==> src/rtl/accel_spi_avg_if.sv <==
// Pin-level and result bundle for the accelerometer SPI master.
// The master side is the SPI controller; the slave side is the device plus the consumer of out_data.
interface accel_spi_avg_if #(
    parameter int NUM_AXES = 3
);
    logic                      sdi;
    logic                      sdo;
    logic                      cs_n;
    logic                      sclk;
    logic [16*NUM_AXES-1:0]    out_data;
    logic                      out_valid;
    logic                      init_done;

    modport master (
        input  sdi,
        output sdo, cs_n, sclk, out_data, out_valid, init_done
    );

    modport slave (
        output sdi,
        input  sdo, cs_n, sclk, out_data, out_valid, init_done
    );
endinterface

==> src/rtl/accel_spi_avg.sv <==
// SPI mode-3 master for a 3-axis accelerometer: two init writes, then periodic
// burst reads, each axis run through a signed moving-average filter.
module accel_spi_avg #(
    parameter int CLK_HZ       = 50_000_000,
    parameter int SCLK_HZ      = 2_000_000,
    parameter int SAMPLE_HZ    = 3200,
    parameter int FILTER_SHIFT = 2,
    parameter int NUM_AXES     = 3
) (
    input  logic            clk,
    input  logic            rst,
    accel_spi_avg_if.master bus
);
    localparam int HALF_RAW = CLK_HZ / (2 * SCLK_HZ);
    localparam int HALF     = (HALF_RAW < 1) ? 1 : HALF_RAW;
    localparam int PERIOD   = CLK_HZ / SAMPLE_HZ;
    localparam int RXW      = 16 * NUM_AXES;
    localparam int RD_BITS  = 8 + RXW;
    localparam int DEPTH    = 1 << FILTER_SHIFT;
    localparam int SW       = 16 + FILTER_SHIFT;
    localparam int HW       = $clog2(2 * HALF + 1);
    localparam int BW       = $clog2(RD_BITS + 1);
    localparam int TW       = $clog2(PERIOD + 1);
    localparam int PW       = (FILTER_SHIFT > 0) ? FILTER_SHIFT : 1;
    localparam int FW       = FILTER_SHIFT + 1;

    typedef enum logic [2:0] {IDLE, CS_SETUP, SHIFT, CS_HOLD, GAP} state_e;

    state_e         state_q, state_d;
    logic [HW-1:0]  hcnt_q, hcnt_d;
    logic [BW-1:0]  bcnt_q, bcnt_d;
    logic [15:0]    tx_q, tx_d;
    logic [RXW-1:0] rx_q, rx_d;
    logic           sclk_q, sclk_d, cs_n_q, cs_n_d, sdo_q, sdo_d;
    logic [1:0]     init_q, init_d;
    logic           rd_q, rd_d, pend_q, pend_d;
    logic [TW-1:0]  tmr_q;
    logic           tick, cap, init_done, filled, out_valid_q;
    logic [1:0]     vld_pipe_q;
    logic [PW-1:0]  ptr_q;
    logic [FW-1:0]  fill_q;
    logic [RXW-1:0] out_data;

    assign tick      = (tmr_q == TW'(PERIOD - 1));
    assign init_done = (init_q == 2'd2);
    assign filled    = (fill_q == FW'(DEPTH));

    always_ff @(posedge clk) begin
        if (rst) tmr_q <= '0;
        else     tmr_q <= tick ? '0 : tmr_q + TW'(1);
    end

    // sclk_q doubles as the bit phase inside SHIFT: low half then high half.
    always_comb begin
        state_d = state_q;
        hcnt_d  = hcnt_q;
        bcnt_d  = bcnt_q;
        tx_d    = tx_q;
        rx_d    = rx_q;
        sclk_d  = sclk_q;
        cs_n_d  = cs_n_q;
        sdo_d   = sdo_q;
        init_d  = init_q;
        rd_d    = rd_q;
        pend_d  = pend_q | tick;
        cap     = 1'b0;
        unique case (state_q)
            IDLE: begin
                if (!init_done || pend_q) begin
                    state_d = CS_SETUP;
                    cs_n_d  = 1'b0;
                    hcnt_d  = '0;
                    pend_d  = 1'b0;
                    rd_d    = init_done;
                    tx_d    = init_done ? 16'hF200 : ((init_q == 2'd0) ? 16'h3100 : 16'h2C0F);
                    bcnt_d  = init_done ? BW'(RD_BITS) : BW'(16);
                end
            end
            CS_SETUP: begin
                if (hcnt_q == HW'(HALF - 1)) begin
                    state_d = SHIFT;
                    hcnt_d  = '0;
                    sclk_d  = 1'b0;
                    sdo_d   = tx_q[15];
                    tx_d    = {tx_q[14:0], 1'b0};
                end else begin
                    hcnt_d = hcnt_q + HW'(1);
                end
            end
            SHIFT: begin
                if (hcnt_q != HW'(HALF - 1)) begin
                    hcnt_d = hcnt_q + HW'(1);
                end else begin
                    hcnt_d = '0;
                    if (!sclk_q) begin
                        sclk_d = 1'b1;
                        rx_d   = {rx_q[RXW-2:0], bus.sdi};
                        bcnt_d = bcnt_q - BW'(1);
                    end else if (bcnt_q == '0) begin
                        state_d = CS_HOLD;
                        sdo_d   = 1'b0;
                    end else begin
                        sclk_d = 1'b0;
                        sdo_d  = tx_q[15];
                        tx_d   = {tx_q[14:0], 1'b0};
                    end
                end
            end
            CS_HOLD: begin
                if (hcnt_q == HW'(HALF - 1)) begin
                    state_d = GAP;
                    hcnt_d  = '0;
                    cs_n_d  = 1'b1;
                    if (rd_q) cap = 1'b1;
                    else      init_d = init_q + 2'd1;
                end else begin
                    hcnt_d = hcnt_q + HW'(1);
                end
            end
            GAP: begin
                if (hcnt_q == HW'(2 * HALF - 1)) begin
                    state_d = IDLE;
                    hcnt_d  = '0;
                end else begin
                    hcnt_d = hcnt_q + HW'(1);
                end
            end
            default: state_d = IDLE;
        endcase
    end

    always_ff @(posedge clk) begin
        if (rst) begin
            state_q <= IDLE;
            hcnt_q  <= '0;
            bcnt_q  <= '0;
            tx_q    <= '0;
            rx_q    <= '0;
            sclk_q  <= 1'b1;
            cs_n_q  <= 1'b1;
            sdo_q   <= 1'b0;
            init_q  <= '0;
            rd_q    <= 1'b0;
            pend_q  <= 1'b0;
        end else begin
            state_q <= state_d;
            hcnt_q  <= hcnt_d;
            bcnt_q  <= bcnt_d;
            tx_q    <= tx_d;
            rx_q    <= rx_d;
            sclk_q  <= sclk_d;
            cs_n_q  <= cs_n_d;
            sdo_q   <= sdo_d;
            init_q  <= init_d;
            rd_q    <= rd_d;
            pend_q  <= pend_d;
        end
    end

    // Capture at T, filter update at T+1, output register at T+2.
    always_ff @(posedge clk) begin
        if (rst) begin
            vld_pipe_q  <= '0;
            ptr_q       <= '0;
            fill_q      <= '0;
            out_valid_q <= 1'b0;
        end else begin
            vld_pipe_q  <= {vld_pipe_q[0], cap};
            out_valid_q <= vld_pipe_q[1] && filled;
            if (vld_pipe_q[0]) begin
                ptr_q <= (ptr_q == PW'(DEPTH - 1)) ? '0 : ptr_q + PW'(1);
                if (!filled) fill_q <= fill_q + FW'(1);
            end
        end
    end

    for (genvar k = 0; k < NUM_AXES; k++) begin : g_axis
        localparam int HI = RXW - 1 - 16 * k;
        logic signed [15:0]   smp_q, out_q;
        logic signed [15:0]   hist_q [DEPTH];
        logic signed [SW-1:0] sum_q;

        // Device sends each axis low byte first.
        always_ff @(posedge clk) begin
            if (rst) begin
                smp_q <= '0;
                sum_q <= '0;
                out_q <= '0;
                for (int i = 0; i < DEPTH; i++) hist_q[i] <= '0;
            end else begin
                if (cap) smp_q <= {rx_q[HI-8 -: 8], rx_q[HI -: 8]};
                if (vld_pipe_q[0]) begin
                    sum_q          <= sum_q + SW'(smp_q) - SW'(hist_q[ptr_q]);
                    hist_q[ptr_q]  <= smp_q;
                end
                if (vld_pipe_q[1] && filled) out_q <= 16'(sum_q >>> FILTER_SHIFT);
            end
        end

        assign out_data[16*k +: 16] = out_q;
    end

    assign bus.sdo       = sdo_q;
    assign bus.cs_n      = cs_n_q;
    assign bus.sclk      = sclk_q;
    assign bus.out_data  = out_data;
    assign bus.out_valid = out_valid_q;
    assign bus.init_done = init_done;
endmodule

==> src/flat_wrapper.sv <==
// flat-port wrapper written by rule: the top's interface ports become plain ports
module accel_spi_avg_flat 
#(
    parameter int CLK_HZ       = 50_000_000,
    parameter int SCLK_HZ      = 2_000_000,
    parameter int SAMPLE_HZ    = 3200,
    parameter int FILTER_SHIFT = 2,
    parameter int NUM_AXES     = 3
)
  (clk, rst, bus_sdi, bus_sdo, bus_cs_n, bus_sclk, bus_out_data, bus_out_valid, bus_init_done);
  accel_spi_avg_if #(.NUM_AXES(NUM_AXES)) bus_i ();
  input  logic clk;
  input  logic rst;
  input wire logic [$bits(bus_i.sdi)-1:0] bus_sdi;
  output wire logic [$bits(bus_i.sdo)-1:0] bus_sdo;
  output wire logic [$bits(bus_i.cs_n)-1:0] bus_cs_n;
  output wire logic [$bits(bus_i.sclk)-1:0] bus_sclk;
  output wire logic [$bits(bus_i.out_data)-1:0] bus_out_data;
  output wire logic [$bits(bus_i.out_valid)-1:0] bus_out_valid;
  output wire logic [$bits(bus_i.init_done)-1:0] bus_init_done;
  assign bus_i.sdi = bus_sdi;
  assign bus_sdo = bus_i.sdo;
  assign bus_cs_n = bus_i.cs_n;
  assign bus_sclk = bus_i.sclk;
  assign bus_out_data = bus_i.out_data;
  assign bus_out_valid = bus_i.out_valid;
  assign bus_init_done = bus_i.init_done;
  accel_spi_avg #(.CLK_HZ(CLK_HZ), .SCLK_HZ(SCLK_HZ), .SAMPLE_HZ(SAMPLE_HZ), .FILTER_SHIFT(FILTER_SHIFT), .NUM_AXES(NUM_AXES)) u_core (.clk(clk), .rst(rst), .bus(bus_i));
endmodule
==> config.mk <==
export PLATFORM = sky130hd
export DESIGN_NAME = accel_spi_avg_flat
export DESIGN_NICKNAME = d
export VERILOG_FILES = /design/src/rtl/accel_spi_avg_if.sv /design/src/rtl/accel_spi_avg.sv /design/src/flat_wrapper.sv
export SDC_FILE = /design/constraint.sdc
export NUM_CORES = 1
export LEC_CHECK = 0
export BUFFER_PORTS_ARGS = -buffer_cell sky130_fd_sc_hd__clkbuf_2
export CAP_MARGIN = 20
export CELL_PAD_IN_SITES_DETAIL_PLACEMENT = 0
export CELL_PAD_IN_SITES_GLOBAL_PLACEMENT = 1
export CORE_MARGIN = 10
export CORE_UTILIZATION = 45
export CTS_CLUSTER_DIAMETER = 30
export DETAILED_ROUTE_END_ITERATION = 6
export PLACE_DENSITY = 0.79
export SYNTH_ARGS = -nofsm -noshare
export SYNTH_HDL_FRONTEND = slang
export SYNTH_SLANG_ARGS = --single-unit
==> constraint.sdc <==
create_clock -name clk -period 5.55 [get_ports clk]
set_input_delay 0.555 -clock clk [delete_from_list [all_inputs] [get_ports clk]]
set_output_delay 0.555 -clock clk [all_outputs]
set_load 0.02 [all_outputs]
==> flow_summary_export.csv, run 1 <==
group,metric,value,unit
floorplan,row_count,80,
timing,period_share,0.752,
floorplan,die_width,240,um
route,vias,15800,
synthesis,syn_inst,2188,
synthesis,synth_top_cell_area_share,0.265,
grt,overflow,0,
synthesis,yosys_warnings,0,
floorplan,start_util,0.456,
clocking,clk_pin_slew,0.05,ns
place,post-dp-hpwl,32900,um
timing,min_period,4.17,ns
finish,nets,2370,
power_and_ir_drop,finalPower,9.55,mW
grt,grt_pass1_wl,82700,um
critical_path,cp_slowest_cell,"dfxtp_4",
finish,synthToLayoutAreaGrowth,19.2,%
critical_path,path_delay_family,"compound AO/OA/AOI/OAI gates",
synthesis,syn_area_per_cell,9.94,um^2
critical_path,ff2ff_path_depth,11,
route,drtIter0Drc,1172,
timing,rsz0062_at_grt,"false",
clocking,clockBufferDepth,3,
critical_path,worstSetupPathType,"reg2reg",
critical_path,crit_buf_inv,1,
worst_hold_path,hp-class,"in2reg",
power_and_ir_drop,p_leak,9.71,nW
floorplan,io_pins,56,
floorplan,die_h,240,um
power_and_ir_drop,ir_worst_vdd,0.000241,V
timing,tns,0,ns
synthesis,synthArstFlopShare,0,
synthesis,synth_area,21700,um^2
critical_path,path_cells,"mux4_2 > fa_1 > inv_1 > fa_1 > a21o_1 > a21oi_1 > o21ai_0 > nand4_1 > a32oi_1 > xnor2_1 > a211oi_1",
clocking,cts.sinks,451,
grt,grt_use_met2,0.268,
clocking,cts_buffers,101,
grt,grt.total_usage,0.179,
grt,busiest_layer,"met2",
synthesis,synthesis.nets,2306,
worst_hold_path,hold_depth,3,
finish,diodes,0,
critical_path,cp_max_fo,38,
floorplan,die-area,57500,um^2
clocking,ctsHoldBuffers,0,
finish,drive_above_1_share,0.136,
finish,fin_area,25900,um^2
grt,grt_max_degree,98,
synthesis,synth.most_common_cell,"nand2_1",
clocking,cts_resized,0,
place,port_buffers,55,
run_status,outcome,"finished clean",
clocking,cts_max_level,3,
timing,max_freq,0.240,GHz
timing,hold_viol_final,0,
route,post_drt_wl_per_cell,17.3,um
timing,drv_slew,0,
floorplan,core_area,47700,um^2
timing,skew,0.0258,ns
critical_path,cp.depth,11,
route,drc,0,
synthesis,synth_top_area_cell,"edfxtp_1",
critical_path,max_stage_delay,0.89,ns
grt,first_global_vias,15400,
timing,tightestPinTransition,1.02,ns
route,postRouteAntennaNets,0,
grt,grt_util_met3,0.0362,
synthesis,seq_area_frac_synth,0.503,
route,wl,51000,um
synthesis,synth_flop_cell,"dfxtp_1",
synthesis,synth_cell_types,75,
synthesis,synth_top_cells_by_count,"346 x nand2_1, 259 x dfxtp_1, 219 x inv_1",
critical_path,end_kind,"register",
grt,antenna_found_initial,0,
timing,slew_headroom,0.317,
clocking,worstSkewPairLatency,0.63,ns
critical_path,crit_top_cell,"fa_1",
clocking,cts_setup_buffers,0,
critical_path,critPathArrivalTime,4.69,ns
clocking,cts_tree,"yes",
synthesis,synth_edf_count,192,
timing,setup_viol,0,
critical_path,crit_required,6.07,ns
clocking,root_buffer,"clkbuf_16",
run,drv_cap,0,
synthesis,synth_area_leaders,"edfxtp_1 27%, dfxtp_1 24%, nand2_1 6.0%, mux4_2 5.0%, a21oi_1 4.8%",
route,via_per_inst,5.34,
synthesis,yosys_register_bits,451,
place,placed_area,22500,um^2
route,first_pass_iters,5,
grt,grt_use_met1,0.251,
critical_path,cp-start-kind,"register",
power_and_ir_drop,powerDensity,369,nW/um^2
place,gp_congestion,0.835,
timing,hold_slack,0.166,ns
report_power, final:
| group | total (mW) | switching [mW] | internal [mW] |
|---|---|---|---|
| registers | 3.54 | 0.0223 | 3.52 |
| clock network | 5.78 | 1.87 | 3.91 |
| logic | 0.226 | 0.150 | 0.0755 |
| total | 9.55 | 2.04 | 7.51 |
through the flow:
stage	worst slack (ns)	instances	util
after floorplan	1.65	2188	-
after global placement	1.34	2763	0.472
after detailed placement	1.39	2763	0.472
after CTS	1.35	2954	0.542
after global routing	1.08	2955	0.543
final	1.38	2955	0.543
worst paths after layout:
check / endpoint / from / slack (ns)
min reg2reg: u_core.g_axis[0].out_q[6] / u_core.g_axis[0].sum_q[8] / 0.44
min: u_core.rx_q[0] / bus_sdi / 0.17
max reg2reg: u_core.g_axis[2].sum_q[14] / register / 1.38
max: u_core.g_axis[2].sum_q[14] / register / 1.38
layout by cell type, fill, tap and decap left out, drive strengths merged, types with 18 or more instances in the layout:
master / synthesis / routed
mux4: 48 / 48
xnor2: 40 / 40
nand3: 22 / 22
edfxtp: 192 / 192
inv: 219 / 226
nor2: 162 / 162
mux2i: 22 / 22
a211oi: 26 / 26
nor3: 27 / 27
clkbuf: 87 / 179
clkinv: 0 / 37
fa: 51 / 51
nand2: 346 / 346
a21oi: 212 / 212
xor2: 18 / 18
buf: 31 / 25
and2: 100 / 100
o21ai: 49 / 49
nor4: 51 / 51
ha: 64 / 64
dfxtp: 259 / 259
flip-flops by register name, indices dropped and copies added (netlist names), named ones only:
| signal | count |
|---|---|
| u_core.state_q | 3 |
| u_core.g_axis.hist_q | 192 |
| u_core.init_q | 2 |
| u_core.rd_q | 1 |
| u_core.bcnt_q | 6 |
| u_core.tx_q | 16 |
| u_core.g_axis.out_q | 48 |
| u_core.pend_q | 1 |
| u_core.hcnt_q | 5 |
| u_core.bus.sdo | 1 |
| u_core.bus.sclk | 1 |
| u_core.fill_q | 3 |
| u_core.bus.out_valid | 1 |
| u_core.tmr_q | 14 |
| u_core.rx_q | 48 |
| u_core.g_axis.sum_q | 54 |
| u_core.vld_pipe_q | 2 |
| u_core.bus.cs_n | 1 |
| u_core.g_axis.smp_q | 48 |
| u_core.ptr_q | 2 |
cell families after synthesis:
group	count (synthesis)	share of synthesized area
and+or+nand+nor	773	0.163
DFF	451	0.503
AOI/OAI and AO/OA	383	0.106
buffers and inverters	337	0.0599
adders and majority gates	115	0.0838
muxes	71	0.0603
xor gates and xnor gates	58	0.0234
cell type report:
type | count | area (um^2)
sequential | 451 | 11000
multi-input combinational | 1400 | 9530
fill | 4109 | 21800
timing repair buffer | 79 | 474
clock buffer | 125 | 2710
clock inverter | 66 | 656
inverter | 219 | 822
tap | 615 | 769
tightest hold or removal path, cell delays in order:
cell and delay [ns]:
clkbuf_2 0.08, nand2_1 0.05, a21oi_1 0.05
per-layer routing:
layer	up-vias	share of wire
li1	7662	-
met3	74	0.066
met5	-	0
met4	0	0.020
met1	7621	0.47
met2	416	0.44
(Power assumes the default switching activity.)
==> run 2, diff against run 1 <==
--- a/config.mk
+++ b/config.mk
@@ -13,7 +13,7 @@
 export CORE_UTILIZATION = 45
 export CTS_CLUSTER_DIAMETER = 30
 export DETAILED_ROUTE_END_ITERATION = 6
-export PLACE_DENSITY = 0.79
+export PLACE_DENSITY = 0.82
 export SYNTH_ARGS = -nofsm -noshare
 export SYNTH_HDL_FRONTEND = slang
 export SYNTH_SLANG_ARGS = --single-unit
==> constraint.sdc (replaced) <==
create_clock -name clk -period 3.6 [get_ports clk]
set_input_delay 0.36 -clock clk [delete_from_list [all_inputs] [get_ports clk]]
set_output_delay 0.36 -clock clk [all_outputs]
set_load 0.02 [all_outputs]
==> run 2 against run 1 <==
Die area stayed put. Final cell count is 1.4% higher. Sequential power rose by 54%. Fmax up 16%. Sequential cell count did not move. First-iteration DRC count grew 18%. Largest power group unchanged. Highest routed layer unchanged.
==> flow_summary_export.csv, run 2 (synthesis results as in run 1) <==
group,metric,value,unit
floorplan,start_util,0.456,
critical_path,path_delay_family,"adder cells",
power_and_ir_drop,p_leak,10.1,nW
critical_path,cp_max_fo,12,
place,post-dp-hpwl,33700,um
floorplan,die_width,240,um
power_and_ir_drop,ir_worst_vdd,0.000416,V
finish,nets,2419,
route,drtIter0Drc,1378,
critical_path,end_kind,"register",
run,drv_cap,0,
finish,drive_above_1_share,0.173,
route,postRouteAntennaNets,0,
route,wl,52600,um
finish,reg.largest.list,"u_core.g_axis.hist_q: 192 flops, u_core.g_axis.sum_q: 54 flops",
grt,overflow,0,
timing,hold_viol_final,0,
floorplan,core_area,47700,um^2
clocking,clockBufferDepth,3,
grt,grt_use_met1,0.246,
grt,grt.total_usage,0.182,
route,first_pass_iters,5,
finish,diodes,0,
finish,largest_reg_flops,192,
timing,slew_headroom,0.379,
grt,grt_use_met2,0.286,
floorplan,row_count,80,
worst_hold_path,hp-class,"in2reg",
clocking,cts.sinks,451,
critical_path,crit_buf_inv,2,
floorplan,die-area,57500,um^2
timing,skew,0.0225,ns
critical_path,crit_required,4.10,ns
finish,synthToLayoutAreaGrowth,23.2,%
finish,layout_commonest_cell,"nand2_1",
timing,max_freq,0.279,GHz
route,post_drt_wl_per_cell,17.6,um
grt,antenna_found_initial,1,
timing,worst_slack,0.0132,ns
place,port_buffers,55,
route,drc,0,
timing,tightestPinTransition,0.931,ns
critical_path,path_cells,"buf_12 > buf_16 > mux4_2 > fa_1 > fa_1 > nor2b_1 > o31ai_2 > a211oi_2 > o21ai_0 > nor2b_1 > and3_1 > a211o_1",
place,dp_slack,-0.0860,ns
floorplan,die_h,240,um
timing,setup_viol,0,
finish,regMostFlops,"u_core.g_axis.hist_q",
route,via_per_inst,5.34,
clocking,cts_max_level,3,
grt,busiest_layer,"met2",
critical_path,critPathArrivalTime,4.09,ns
run_status,outcome,"finished clean",
grt,grt_util_met3,0.0320,
timing,period_share,0.996,
timing,min_period,3.59,ns
critical_path,r2r_slack,0.01,ns
timing,hold_slack,0.150,ns
clocking,cts_tree,"yes",
critical_path,cp-start-kind,"register",
critical_path,max_stage_delay,0.55,ns
critical_path,cp_slowest_cell,"mux4_2",
grt,grt_max_degree,85,
finish,final_cell_mix,"343 x nand2_1, 254 x dfxtp_1, 218 x inv_1, 202 x a21oi_1, 192 x edfxtp_1",
clocking,worstSkewPairLatency,0.63,ns
floorplan,io_pins,56,
clocking,clk_pin_slew,0.05,ns
finish,fillers,3979,
timing,drv_slew,0,
power_and_ir_drop,powerDensity,566,nW/um^2
clocking,root_buffer,"clkbuf_16",
clocking,cts_buffers,94,
timing,rsz0062_at_grt,"true",
route,vias,16000,
place,gp_congestion,0.922,
grt,grt_pass1_wl,84200,um
critical_path,worstSetupPathType,"reg2reg",
grt,first_global_vias,15900,
finish,final_core_util,0.561,
## run 2: layout make-up
class,count,area (um^2),area share
sequential,451,11000,0.409
inverter,219,822,0.0307
clock inverter,72,1010,0.0378
multi-input combinational,1400,9750,0.364
tap,615,769,0.0287
timing repair buffer,135,1040,0.0389
clock buffer,104,2440,0.0911
## run 2: final timing paths
kind         cells past startpoint             from                          to
min reg2reg                      2  u_core.rx_q[47]   u_core.g_axis[0].smp_q[7]
max reg2reg                     12         register  u_core.g_axis[0].sum_q[12]
min                              2              rst            u_core.bcnt_q[3]
max                             12         register  u_core.g_axis[0].sum_q[12]
## run 2: per-layer routing
| metal | part of all wire | routed length, um |
|---|---|---|
| met3 | 0.064 | 3350 |
| met2 | 0.46 | 24400 |
| met1 | 0.45 | 23700 |
| met5 | 0 | 0 |
| met4 | 0.022 | 1130 |
## run 2: what timing repair did
item                                    CTS  global route
resized for setup                         4            50
pin swaps                                 0            13
buffers inserted                          0             6
gates cloned                              0             0
hold buffers                              1             0
endpoints found under the setup margin    6            26
endpoints found under the hold margin     1             0
## run 2: where the power goes
| group | internal, mW | total (mW) | switching (mW) |
|---|---|---|---|
| logic | 0.144 | 0.390 | 0.246 |
| clock network | 6.37 | 9.32 | 2.95 |
| registers | 5.42 | 5.46 | 0.0362 |
## run 2: per-stage QoR
step / area, um^2 / std cells / TNS [ns] / power [mW]
6_report: 26800 / 2996 / 0 / 15.2
5_1_grt: 26800 / 2996 / -0.203 / 15.6
4_1_cts: 26500 / 2989 / 0 / 15.3
3_5_place_dp: 23000 / 2812 / -0.263 / 5.93
3_3_place_gp: 23000 / 2812 / 0 / 5.91
2_1_floorplan: 21800 / 2188 / 0 / 5.81
==> run 3, diff against run 2 <==
--- a/config.mk
+++ b/config.mk
@@ -5,15 +5,18 @@
 export SDC_FILE = /design/constraint.sdc
 export NUM_CORES = 1
 export LEC_CHECK = 0
+export ABC_AREA = 1
 export BUFFER_PORTS_ARGS = -buffer_cell sky130_fd_sc_hd__clkbuf_2
 export CAP_MARGIN = 20
 export CELL_PAD_IN_SITES_DETAIL_PLACEMENT = 0
 export CELL_PAD_IN_SITES_GLOBAL_PLACEMENT = 1
 export CORE_MARGIN = 10
 export CORE_UTILIZATION = 45
+export CTS_BUF_LIST = sky130_fd_sc_hd__clkbuf_4
 export CTS_CLUSTER_DIAMETER = 30
 export DETAILED_ROUTE_END_ITERATION = 6
-export PLACE_DENSITY = 0.82
+export PLACE_DENSITY = 0.85
+export SKIP_CTS_REPAIR_TIMING = 1
 export SYNTH_ARGS = -nofsm -noshare
 export SYNTH_HDL_FRONTEND = slang
 export SYNTH_SLANG_ARGS = --single-unit
==> run 3 against run 2 <==
Sequential power increased by 3%. Global-route usage increased by 0.23 points. Design area is 9.0% lower. Critical path depth up 2. Final cell count grew 16%. Register-to-register slack better by 0.43 ns. Sequential share of layout area rose by 4.0 points. Highest routed layer unchanged. Sequential cell count did not move. Combinational power increased to 2.9 times the previous value. Synthesized cell count increased by 21%. Clock power fell by 48%. Hold slack better by 0.13 ns.
==> flow_summary_export.csv, run 3 <==
group,metric,value,unit
synthesis,synthArstFlopShare,0,
grt,grt_max_degree,95,
timing,drv_slew,0,
grt,first_global_vias,17100,
grt,grt_pass1_wl,85600,um
critical_path,crit_required,4.41,ns
synthesis,synth_edf_count,192,
timing,skew,0.0427,ns
clocking,clk_pin_slew,0.06,ns
clocking,cts_tree,"yes",
synthesis,synth_top_cell_area_share,0.264,
run,drv_cap,0,
synthesis,syn_inst,2652,
floorplan,die_width,240,um
clocking,clockBufferDepth,3,
timing,max_freq,0.316,GHz
synthesis,synth_area_leaders,"edfxtp_1 26%, dfxtp_1 24%, nor2_1 8.5%, o21ai_0 6.8%, nand2_1 6.7%",
finish,nets,2873,
clocking,cts_max_level,4,
clocking,root_buffer,"clkbuf_4",
route,vias,17800,
route,first_pass_iters,6,
worst_hold_path,hp-class,"in2reg",
power_and_ir_drop,powerDensity,475,nW/um^2
floorplan,die-area,57700,um^2
place,placed_area,22700,um^2
floorplan,start_util,0.456,
route,via_per_inst,5.12,
run_status,outcome,"finished clean",
power_and_ir_drop,p_leak,10.2,nW
timing,hold_viol_final,0,
timing,setup_viol,0,
timing,min_period,3.16,ns
clocking,worstSkewPairLatency,0.93,ns
finish,drive_above_1_share,0.120,
route,post_drt_wl_per_cell,15.0,um
synthesis,synthesis.nets,2770,
power_and_ir_drop,ir_worst_vdd,0.000278,V
synthesis,syn_area_per_cell,8.23,um^2
finish,largest_reg_flops,192,
timing,hold_slack,0.275,ns
finish,synthToLayoutAreaGrowth,11.7,%
place,dp_slack,0.477,ns
clocking,cts.sinks,451,
synthesis,seq_area_frac_synth,0.501,
critical_path,ff2ff_path_depth,14,
grt,overflow,0,
floorplan,io_pins,56,
synthesis,yosys_register_bits,451,
timing,tns,0,ns
synthesis,yosys_warnings,0,
worst_hold_path,hold_depth,4,
place,place_inst,3234,
synthesis,synth_cell_types,43,
route,drtIter0Drc,1309,
route,drc,0,
critical_path,critPathArrivalTime,3.97,ns
critical_path,worstSetupPathType,"reg2reg",
place,gp_congestion,0.888,
power_and_ir_drop,finalPower,11.6,mW
floorplan,core_area,47800,um^2
finish,regMostFlops,"u_core.g_axis.hist_q",
critical_path,cp-start-kind,"register",
critical_path,cp_max_fo,34,
synthesis,synth_top_area_cell,"edfxtp_1",
timing,slew_headroom,0.354,
finish,final_cell_mix,"492 x nor2_1, 381 x nand2_1, 360 x inv_1, 297 x o21ai_0, 258 x dfxtp_1",
grt,antenna_found_initial,1,
finish,fin_area,24400,um^2
grt,grt.total_usage,0.184,
finish,fin_cells,3471,
floorplan,row_count,80,
finish,layout_commonest_cell,"nor2_1",
synthesis,synth_flop_cell,"dfxtp_1",
timing,worst_slack,0.440,ns
critical_path,end_kind,"register",
synthesis,synth_area,21800,um^2
route,wl,52200,um
timing,rsz0062_at_grt,"false",
place,port_buffers,55,
route,postRouteAntennaNets,0,
place,post-dp-hpwl,34500,um
finish,final_core_util,0.510,
floorplan,die_h,240,um
timing,period_share,0.878,
timing,tightestPinTransition,0.968,ns
finish,reg.largest.list,"u_core.g_axis.hist_q: 192 flops, u_core.g_axis.sum_q: 54 flops",
synthesis,synth.most_common_cell,"nor2_1",
clocking,cts_buffers,132,
synthesis,synth_top_cells_by_count,"493 x nor2_1, 387 x nand2_1, 362 x inv_1",
[run 3: where the power goes]
| part | internal (mW) | switching [mW] | total (mW) |
|---|---|---|---|
| clock | 2.66 | 2.19 | 4.85 |
| combinational | 0.366 | 0.761 | 1.13 |
| sequential | 5.53 | 0.0916 | 5.62 |
| total | 8.56 | 3.04 | 11.6 |
[run 3: cell families after synthesis]
logic type      count (synthesis)  synth area share
flops                         451             0.501
simple gates                 1024             0.190
buf+inv                       490            0.0880
compound gates                567             0.136
fa+ha+maj                     115            0.0834
xor+xnor                        5           0.00201
[run 3: path summary, 6_finish.rpt]
| check | end | slack [ns] | startpoint |
|---|---|---|---|
| worst max-delay path | u_core.g_axis[0].sum_q[16] | 0.44 | register |
| worst min register to register | u_core.g_axis[1].out_q[3] | 0.44 | u_core.g_axis[1].out_q[3] |
| worst max register to register | u_core.g_axis[0].sum_q[16] | 0.44 | register |
| worst min-delay path | u_core.rx_q[0] | 0.28 | bus_sdi |
[run 3: worst max-delay path, stage by stage (launching register included)]
cell and delay (ns):
dfxtp_2 0.34, inv_2 0.10, buf_4 0.33, o21ai_0 0.16, o22ai_1 0.29, fa_1 0.51
fa_1 0.41, o21ai_0 0.36, nand2_1 0.10, nand2_1 0.14, nand2_1 0.09, nand2_1 0.07
nand2_1 0.05, nand3_1 0.07, nand2_1 0.05
[run 3: routing by layer]
metal	up-vias	global-route usage	share of wire
met1	8270	0.253	0.47
met2	571	0.274	0.43
met4	0	0.0640	0.015
met3	63	0.0497	0.080
met5	-	0	0
li1	8874	-	-
[run 3: area by class of cell]
type                            instances  area (um^2)
Multi-Input combinational cell       1711         9010
Fill cell                            4548        23500
Timing Repair Buffer                   85          556
Sequential cell                       451        11000
Clock inverter                         35          200
Antenna cell                            1         2.50
Inverter                              374         1410
Tap cell                              615          769
Clock buffer                          199         1490
